<file path="src/rtl/la_capture_core.sv">
// Logic-analyzer capture engine: prescaled sampling into a circular buffer with a pre-trigger
// window, masked level / edge / forced trigger, and oldest-first valid/ready readout.
module la_capture_core #(
    parameter  int DATA_W = 8,
    parameter  int DEPTH  = 16,
    parameter  int PS_W   = 32,
    localparam int AW     = $clog2(DEPTH),
    localparam int IW     = $clog2(DATA_W)
) (
    input  logic              i_clk,
    input  logic              i_mrst,
    input  logic [DATA_W-1:0] i_data,
    input  logic              i_arm,
    input  logic              i_abort,
    input  logic              i_force,
    input  logic [DATA_W-1:0] i_trig_mask,
    input  logic [DATA_W-1:0] i_trig_value,
    input  logic              i_edge_en,
    input  logic [IW-1:0]     i_edge_idx,
    input  logic              i_edge_rise,
    input  logic [AW:0]       i_pre_count,
    input  logic [PS_W-1:0]   i_prescale,
    output logic [2:0]        o_state,
    output logic              o_triggered,
    output logic              o_rd_valid,
    input  logic              i_rd_ready,
    output logic [DATA_W-1:0] o_rd_data,
    output logic              o_rd_last,
    output logic              o_rd_trig
);

    typedef enum logic [2:0] {
        ST_IDLE  = 3'd0,
        ST_PRE   = 3'd1,
        ST_WAIT  = 3'd2,
        ST_POST  = 3'd3,
        ST_FETCH = 3'd4,
        ST_READ  = 3'd5
    } state_t;

    localparam logic [AW-1:0] LAST_IDX = AW'(DEPTH - 1);
    localparam logic [AW:0]   DEPTH_W  = (AW+1)'(DEPTH);

    state_t              state_reg, state_next;
    logic [DATA_W-1:0]   mask_reg, mask_next;
    logic [DATA_W-1:0]   value_reg, value_next;
    logic                edge_en_reg, edge_en_next;
    logic [IW-1:0]       edge_idx_reg, edge_idx_next;
    logic                edge_rise_reg, edge_rise_next;
    logic [AW-1:0]       pre_reg, pre_next;
    logic [PS_W-1:0]     prescale_reg, prescale_next;
    logic [PS_W-1:0]     ps_cnt_reg, ps_cnt_next;
    logic [AW-1:0]       pre_cnt_reg, pre_cnt_next;
    logic [AW:0]         post_cnt_reg, post_cnt_next;
    logic [AW-1:0]       wr_ptr_reg, wr_ptr_next;
    logic [AW-1:0]       rd_ptr_reg, rd_ptr_next;
    logic [AW-1:0]       rd_idx_reg, rd_idx_next;
    logic [DATA_W-1:0]   prev_sample_reg, prev_sample_next;
    logic                prev_valid_reg, prev_valid_next;
    logic                force_pend_reg, force_pend_next;
    logic                triggered_reg, triggered_next;

    logic [DATA_W-1:0]   mem [DEPTH];
    logic [DATA_W-1:0]   rd_data_reg;
    logic                rd_en;
    logic [AW-1:0]       rd_addr;

    logic                capturing;
    logic                strobe;
    logic                arm_ok;
    logic [AW-1:0]       pre_clamped;
    logic [AW:0]         post_target;
    logic                cur_bit;
    logic                prev_bit;
    logic                level_hit;
    logic                edge_hit;
    logic                fire;

    assign capturing   = (state_reg == ST_PRE) || (state_reg == ST_WAIT) || (state_reg == ST_POST);
    assign strobe      = capturing && (ps_cnt_reg == prescale_reg);
    assign arm_ok      = (state_reg == ST_IDLE) && i_arm && !i_abort;
    assign pre_clamped = (i_pre_count > {1'b0, LAST_IDX}) ? LAST_IDX : i_pre_count[AW-1:0];
    assign post_target = DEPTH_W - {1'b0, pre_reg};

    // Trigger evaluation always looks at the sample being written on this strobe.
    assign cur_bit   = i_data[edge_idx_reg];
    assign prev_bit  = prev_sample_reg[edge_idx_reg];
    assign level_hit = ((i_data ^ value_reg) & mask_reg) == '0;
    assign edge_hit  = prev_valid_reg &&
                       (edge_rise_reg ? (!prev_bit && cur_bit) : (prev_bit && !cur_bit));
    assign fire      = (state_reg == ST_WAIT) && strobe &&
                       (force_pend_reg || (level_hit && (edge_hit || !edge_en_reg)));

    always_comb begin
        state_next       = state_reg;
        mask_next        = mask_reg;
        value_next       = value_reg;
        edge_en_next     = edge_en_reg;
        edge_idx_next    = edge_idx_reg;
        edge_rise_next   = edge_rise_reg;
        pre_next         = pre_reg;
        prescale_next    = prescale_reg;
        ps_cnt_next      = ps_cnt_reg;
        pre_cnt_next     = pre_cnt_reg;
        post_cnt_next    = post_cnt_reg;
        wr_ptr_next      = wr_ptr_reg;
        rd_ptr_next      = rd_ptr_reg;
        rd_idx_next      = rd_idx_reg;
        prev_sample_next = prev_sample_reg;
        prev_valid_next  = prev_valid_reg;
        force_pend_next  = force_pend_reg;
        triggered_next   = triggered_reg;
        rd_en            = 1'b0;
        rd_addr          = rd_ptr_reg;

        if (capturing) begin
            ps_cnt_next = strobe ? '0 : ps_cnt_reg + 1'b1;
            if (strobe) begin
                wr_ptr_next      = wr_ptr_reg + 1'b1;
                prev_sample_next = i_data;
                prev_valid_next  = 1'b1;
            end
        end

        unique case (state_reg)
            ST_IDLE: begin
                if (arm_ok) begin
                    mask_next       = i_trig_mask;
                    value_next      = i_trig_value;
                    edge_en_next    = i_edge_en;
                    edge_idx_next   = i_edge_idx;
                    edge_rise_next  = i_edge_rise;
                    pre_next        = pre_clamped;
                    prescale_next   = i_prescale;
                    ps_cnt_next     = '0;
                    pre_cnt_next    = '0;
                    post_cnt_next   = '0;
                    prev_valid_next = 1'b0;
                    state_next      = (pre_clamped == '0) ? ST_WAIT : ST_PRE;
                end
            end
            ST_PRE: begin
                if (strobe) begin
                    pre_cnt_next = pre_cnt_reg + 1'b1;
                    if (pre_cnt_reg + 1'b1 == pre_reg) begin
                        state_next = ST_WAIT;
                    end
                end
            end
            ST_WAIT: begin
                if (fire) begin
                    post_cnt_next  = (AW+1)'(1);
                    triggered_next = 1'b1;
                    state_next     = (pre_reg == LAST_IDX) ? ST_FETCH : ST_POST;
                end else if (i_force) begin
                    force_pend_next = 1'b1;
                end
            end
            ST_POST: begin
                if (strobe) begin
                    post_cnt_next = post_cnt_reg + 1'b1;
                    if (post_cnt_reg + 1'b1 == post_target) begin
                        state_next = ST_FETCH;
                    end
                end
            end
            ST_FETCH: begin
                // wr_ptr now addresses the oldest of the last DEPTH writes
                rd_en       = 1'b1;
                rd_addr     = wr_ptr_reg;
                rd_ptr_next = wr_ptr_reg;
                rd_idx_next = '0;
                state_next  = ST_READ;
            end
            ST_READ: begin
                if (i_rd_ready) begin
                    if (rd_idx_reg == LAST_IDX) begin
                        state_next = ST_IDLE;
                    end else begin
                        rd_en       = 1'b1;
                        rd_addr     = rd_ptr_reg + 1'b1;
                        rd_ptr_next = rd_ptr_reg + 1'b1;
                        rd_idx_next = rd_idx_reg + 1'b1;
                    end
                end
            end
            default: begin
                state_next = ST_IDLE;
            end
        endcase

        if (i_abort) begin
            state_next = ST_IDLE;
        end
        if (state_next != ST_WAIT) begin
            force_pend_next = 1'b0;
        end
        if (state_next == ST_IDLE) begin
            triggered_next = 1'b0;
        end
    end

    always_ff @(posedge i_clk or posedge i_mrst) begin
        if (i_mrst) begin
            state_reg       <= ST_IDLE;
            mask_reg        <= '0;
            value_reg       <= '0;
            edge_en_reg     <= 1'b0;
            edge_idx_reg    <= '0;
            edge_rise_reg   <= 1'b0;
            pre_reg         <= '0;
            prescale_reg    <= '0;
            ps_cnt_reg      <= '0;
            pre_cnt_reg     <= '0;
            post_cnt_reg    <= '0;
            wr_ptr_reg      <= '0;
            rd_ptr_reg      <= '0;
            rd_idx_reg      <= '0;
            prev_sample_reg <= '0;
            prev_valid_reg  <= 1'b0;
            force_pend_reg  <= 1'b0;
            triggered_reg   <= 1'b0;
        end else begin
            state_reg       <= state_next;
            mask_reg        <= mask_next;
            value_reg       <= value_next;
            edge_en_reg     <= edge_en_next;
            edge_idx_reg    <= edge_idx_next;
            edge_rise_reg   <= edge_rise_next;
            pre_reg         <= pre_next;
            prescale_reg    <= prescale_next;
            ps_cnt_reg      <= ps_cnt_next;
            pre_cnt_reg     <= pre_cnt_next;
            post_cnt_reg    <= post_cnt_next;
            wr_ptr_reg      <= wr_ptr_next;
            rd_ptr_reg      <= rd_ptr_next;
            rd_idx_reg      <= rd_idx_next;
            prev_sample_reg <= prev_sample_next;
            prev_valid_reg  <= prev_valid_next;
            force_pend_reg  <= force_pend_next;
            triggered_reg   <= triggered_next;
        end
    end

    // Sample buffer: no reset so it maps onto block RAM; read port only advances on demand.
    always_ff @(posedge i_clk) begin
        if (strobe) begin
            mem[wr_ptr_reg] <= i_data;
        end
        if (rd_en) begin
            rd_data_reg <= mem[rd_addr];
        end
    end

    assign o_state     = state_reg;
    assign o_triggered = triggered_reg;
    assign o_rd_valid  = (state_reg == ST_READ);
    assign o_rd_data   = o_rd_valid ? rd_data_reg : '0;
    assign o_rd_last   = o_rd_valid && (rd_idx_reg == LAST_IDX);
    assign o_rd_trig   = o_rd_valid && (rd_idx_reg == pre_reg);

endmodule

</file>
<file path="config.mk">
export PLATFORM = sky130hd
export DESIGN_NAME = la_capture_core
export DESIGN_NICKNAME = d
export VERILOG_FILES = /design/src/rtl/la_capture_core.sv
export SDC_FILE = /design/constraint.sdc
export NUM_CORES = 1
export LEC_CHECK = 0
export BUFFER_PORTS_ARGS = -buffer_cell sky130_fd_sc_hd__buf_2
export CORE_ASPECT_RATIO = 1.1
export CORE_MARGIN = 2
export CORE_UTILIZATION = 40
export DETAILED_ROUTE_END_ITERATION = 12
export SYNTH_ARGS = -nofsm -noshare
export SYNTH_HDL_FRONTEND = slang
export SYNTH_SLANG_ARGS = --single-unit
</file>
<file path="constraint.sdc">
create_clock -name i_clk -period 5.6 [get_ports i_clk]
set_input_delay 1.4 -clock i_clk [delete_from_list [all_inputs] [get_ports i_clk]]
set_output_delay 1.4 -clock i_clk [all_outputs]
set_load 0.1 [all_outputs]
</file>
==> qor.txt <==
top cell type by total area after synthesis = edfxtp_1
die area = 0.0310 mm²
share of layout cells above drive strength 1 = 0.142
hold bufs inserted after CTS = 0
ant diodes = 0
total CTS buffers = 28
Max Cap Viol = 0
first-pass GRT wire length = 45.6 mm
number of synthesized register bits = 260
CTS Buffer Depth = 3
status = completed
synthesized cell area = 0.0119 mm²
Hold Slack = 0.463 ns
setup TNS = 0 ns
Layout Cells excl Fill = 1,554
vias in the first global route = 8,250
Area growth, synth to finish = 15.3%
Yosys warning count = 0
core area = 0.0294 mm²
RSZ-0062 raised after global routing = false
RePlAce Congestion = 0.866
Max VDD drop = 0.279 mV
clock transition at the registers of the reported paths = 0.06 ns
Layout fillers = 2,727
P_leak = 5.56 nW
Avg WL per Cell = 18.3 µm
XOR/XNOR Fraction of Synth Area = 0.0702
Syn Nets = 1,168
Worst Hold Class = register to register
Die Y = 185 µm
Slew Limit Headroom = 0.248
share of the synthesized area in the top cell type = 0.344
fraction of registers with async set/reset = 0.477
critical path's slowest cell = and3b_1
EDFF count, synth = 136
final core utilization = 0.465
clk_skew = 0.0103 ns
PortBufs = 86
CTS Sinks = 260
CP Class = register to output port
Synth Flop Type = edfxtp_1
Slew Limit Fails = 0
Post-synth top cells = nand2_1, edfxtp_1, dfrtp_1
minimum clock period = 3.88 ns
Die Wd = 168 µm
DR iter-0 viols = 616
CTS resizes = 0
startpoint types = register
largest net degree at the start of global routing = 64
largest family of logic cells by synthesized area = simple AND/OR/NAND/NOR gates
setup violators final = 0
Starting Density = 0.403
Critical Path End Type = output port
max incr delay on CP = 0.63 ns
Worst-Skew Late Latency = 0.53 ns
setup bufs post-CTS = 0
num rows = 66
crit-path leading delay family = simple AND/OR/NAND/NOR gates
Power Density = 363 mW/mm²
GR Util All Layers = 0.186
post-synthesis cell count = 1,085
sequential area share after synthesis = 0.606
Compound-Gate Fraction of Synth Area = 0.0861
most common cell in the netlist = nand2_1
final wirelength = 28.4 mm
Detailed Place HPWL = 19.1 mm
Detail Route Antenna Nets = 0
CP Buf/Inv Count = 1
htree depth = 1
placed cells = 1,504
initial antenna violation count = 0
Max Fclk = 0.258 GHz
total power = 0.00496 W
final hold vios = 0
Vias = 8,153
Worst EP arrival = 2.48 ns
CP required = 4.20 ns
GR Overflow Total = 0
Post-route DRC = 0
Synth Area per Inst = 10.9 µm²
Final Cycle Share = 0.693
vias per cell = 5.25
synth top area cells = edfxtp_1, dfrtp_1, nand2_1
mux cell area share after synthesis = 0.0196
Synth cell types = 64
Largest register FFs = 128
cells along the critical path = and3b_1 > nand3_1 > nor3_2 > buf_2
Worst-Margin Slew = 1.12 ns
Max FO, Critical Path = 16
# IOs = 87
Pre-Repair DR Iteration Count = 5
CTS tree = yes
layout net count = 1,243
CTS root buf = clkbuf_16
Post-Synth Adder-Cell Area = 0.0116
simple-gate share of the synthesized area = 0.182
==> tightest hold or removal path, delay by kind of cell (launching register included) <==
kind             cells  cell delay (ns)
flip-flops           1             0.34
AND/OR/NAND/NOR      2             0.10
==> kinds of logic (layout without fill, tap and decap cells) <==
group	after synthesis	in the layout
buffers and inverters	70	165
and+or+nand+nor	476	476
xor gates and xnor gates	95	95
adders and majority gates	11	11
AOI/OAI and AO/OA	160	160
DFF	260	260
muxes	13	13
==> area by class of cell <==
class / instances / area (µm²) / share of cell area
inverter: 17 / 66.3 / 0.00485
multi-input combinational: 755 / 4420 / 0.323
clock buffer: 34 / 818 / 0.0599
timing repair buffer: 98 / 520 / 0.0381
tap: 374 / 468 / 0.0342
clock inverter: 16 / 191 / 0.0140
sequential: 260 / 7190 / 0.526
==> path summary, 6_finish.rpt <==
check	cells past startpoint	slack, ns	to	startpoint
max	4	1.72	o_rd_trig	o_state[2]$_DFF_PP0_
min	2	0.46	prev_sample_reg[6]$_DFFE_PP0P_	prev_sample_reg[6]$_DFFE_PP0P_
max reg2reg	9	1.83	rd_data_reg[0]$_DFFE_PP_	o_state[2]$_DFF_PP0_
min reg2reg	2	0.46	prev_sample_reg[6]$_DFFE_PP0P_	prev_sample_reg[6]$_DFFE_PP0P_
max in group asynchronous	3	3.63	prescale_reg[11]$_DFFE_PP0P_	i_mrst
min in group asynchronous	2	1.00	edge_idx_reg[1]$_DFFE_PP0P_	i_mrst
==> cells in the final DEF, fill, tap and decap left out, types with 8 or more instances in the layout <==
cell / count
a22oi_1: 35
and2_1: 20
nor3_1: 10
a22o_1: 8
clkbuf_16: 32
o211ai_1: 9
buf_4: 12
a21oi_1: 71
nor2_1: 47
dfrtp_1: 124
xnor2_1: 48
nand4_1: 16
nor4_1: 11
ha_1: 11
buf_2: 86
and3_1: 13
inv_1: 14
o21ai_0: 12
xor2_1: 47
edfxtp_1: 136
nand3_1: 28
nand2_1: 291
==> per-layer routing <==
metal / global-route usage / wire, µm / up-vias
met5: 0 / 0 / -
met4: 0.0486 / 600 / 0
met3: 0.0273 / 1480 / 47
met2: 0.307 / 13300 / 222
met1: 0.260 / 13000 / 3930
li1: - / - / 3954
==> where the power goes <==
part           internal, W  switching, W
sequential         0.00217      0.000166
combinational     0.000264      0.000385
clock              0.00122      0.000753
==> stage by stage <==
| step | area, µm² | setup slack (ns) |
|---|---|---|
| 3_3_place_gp | 12700 | 1.73 |
| 4_1_cts | 13700 | 1.67 |
| 2_1_floorplan | 11900 | 0.214 |
| 6_report | 13700 | 1.72 |
| 3_5_place_dp | 12700 | 1.64 |
| 5_1_grt | 13700 | 1.44 |
(Power assumes the default switching activity.)
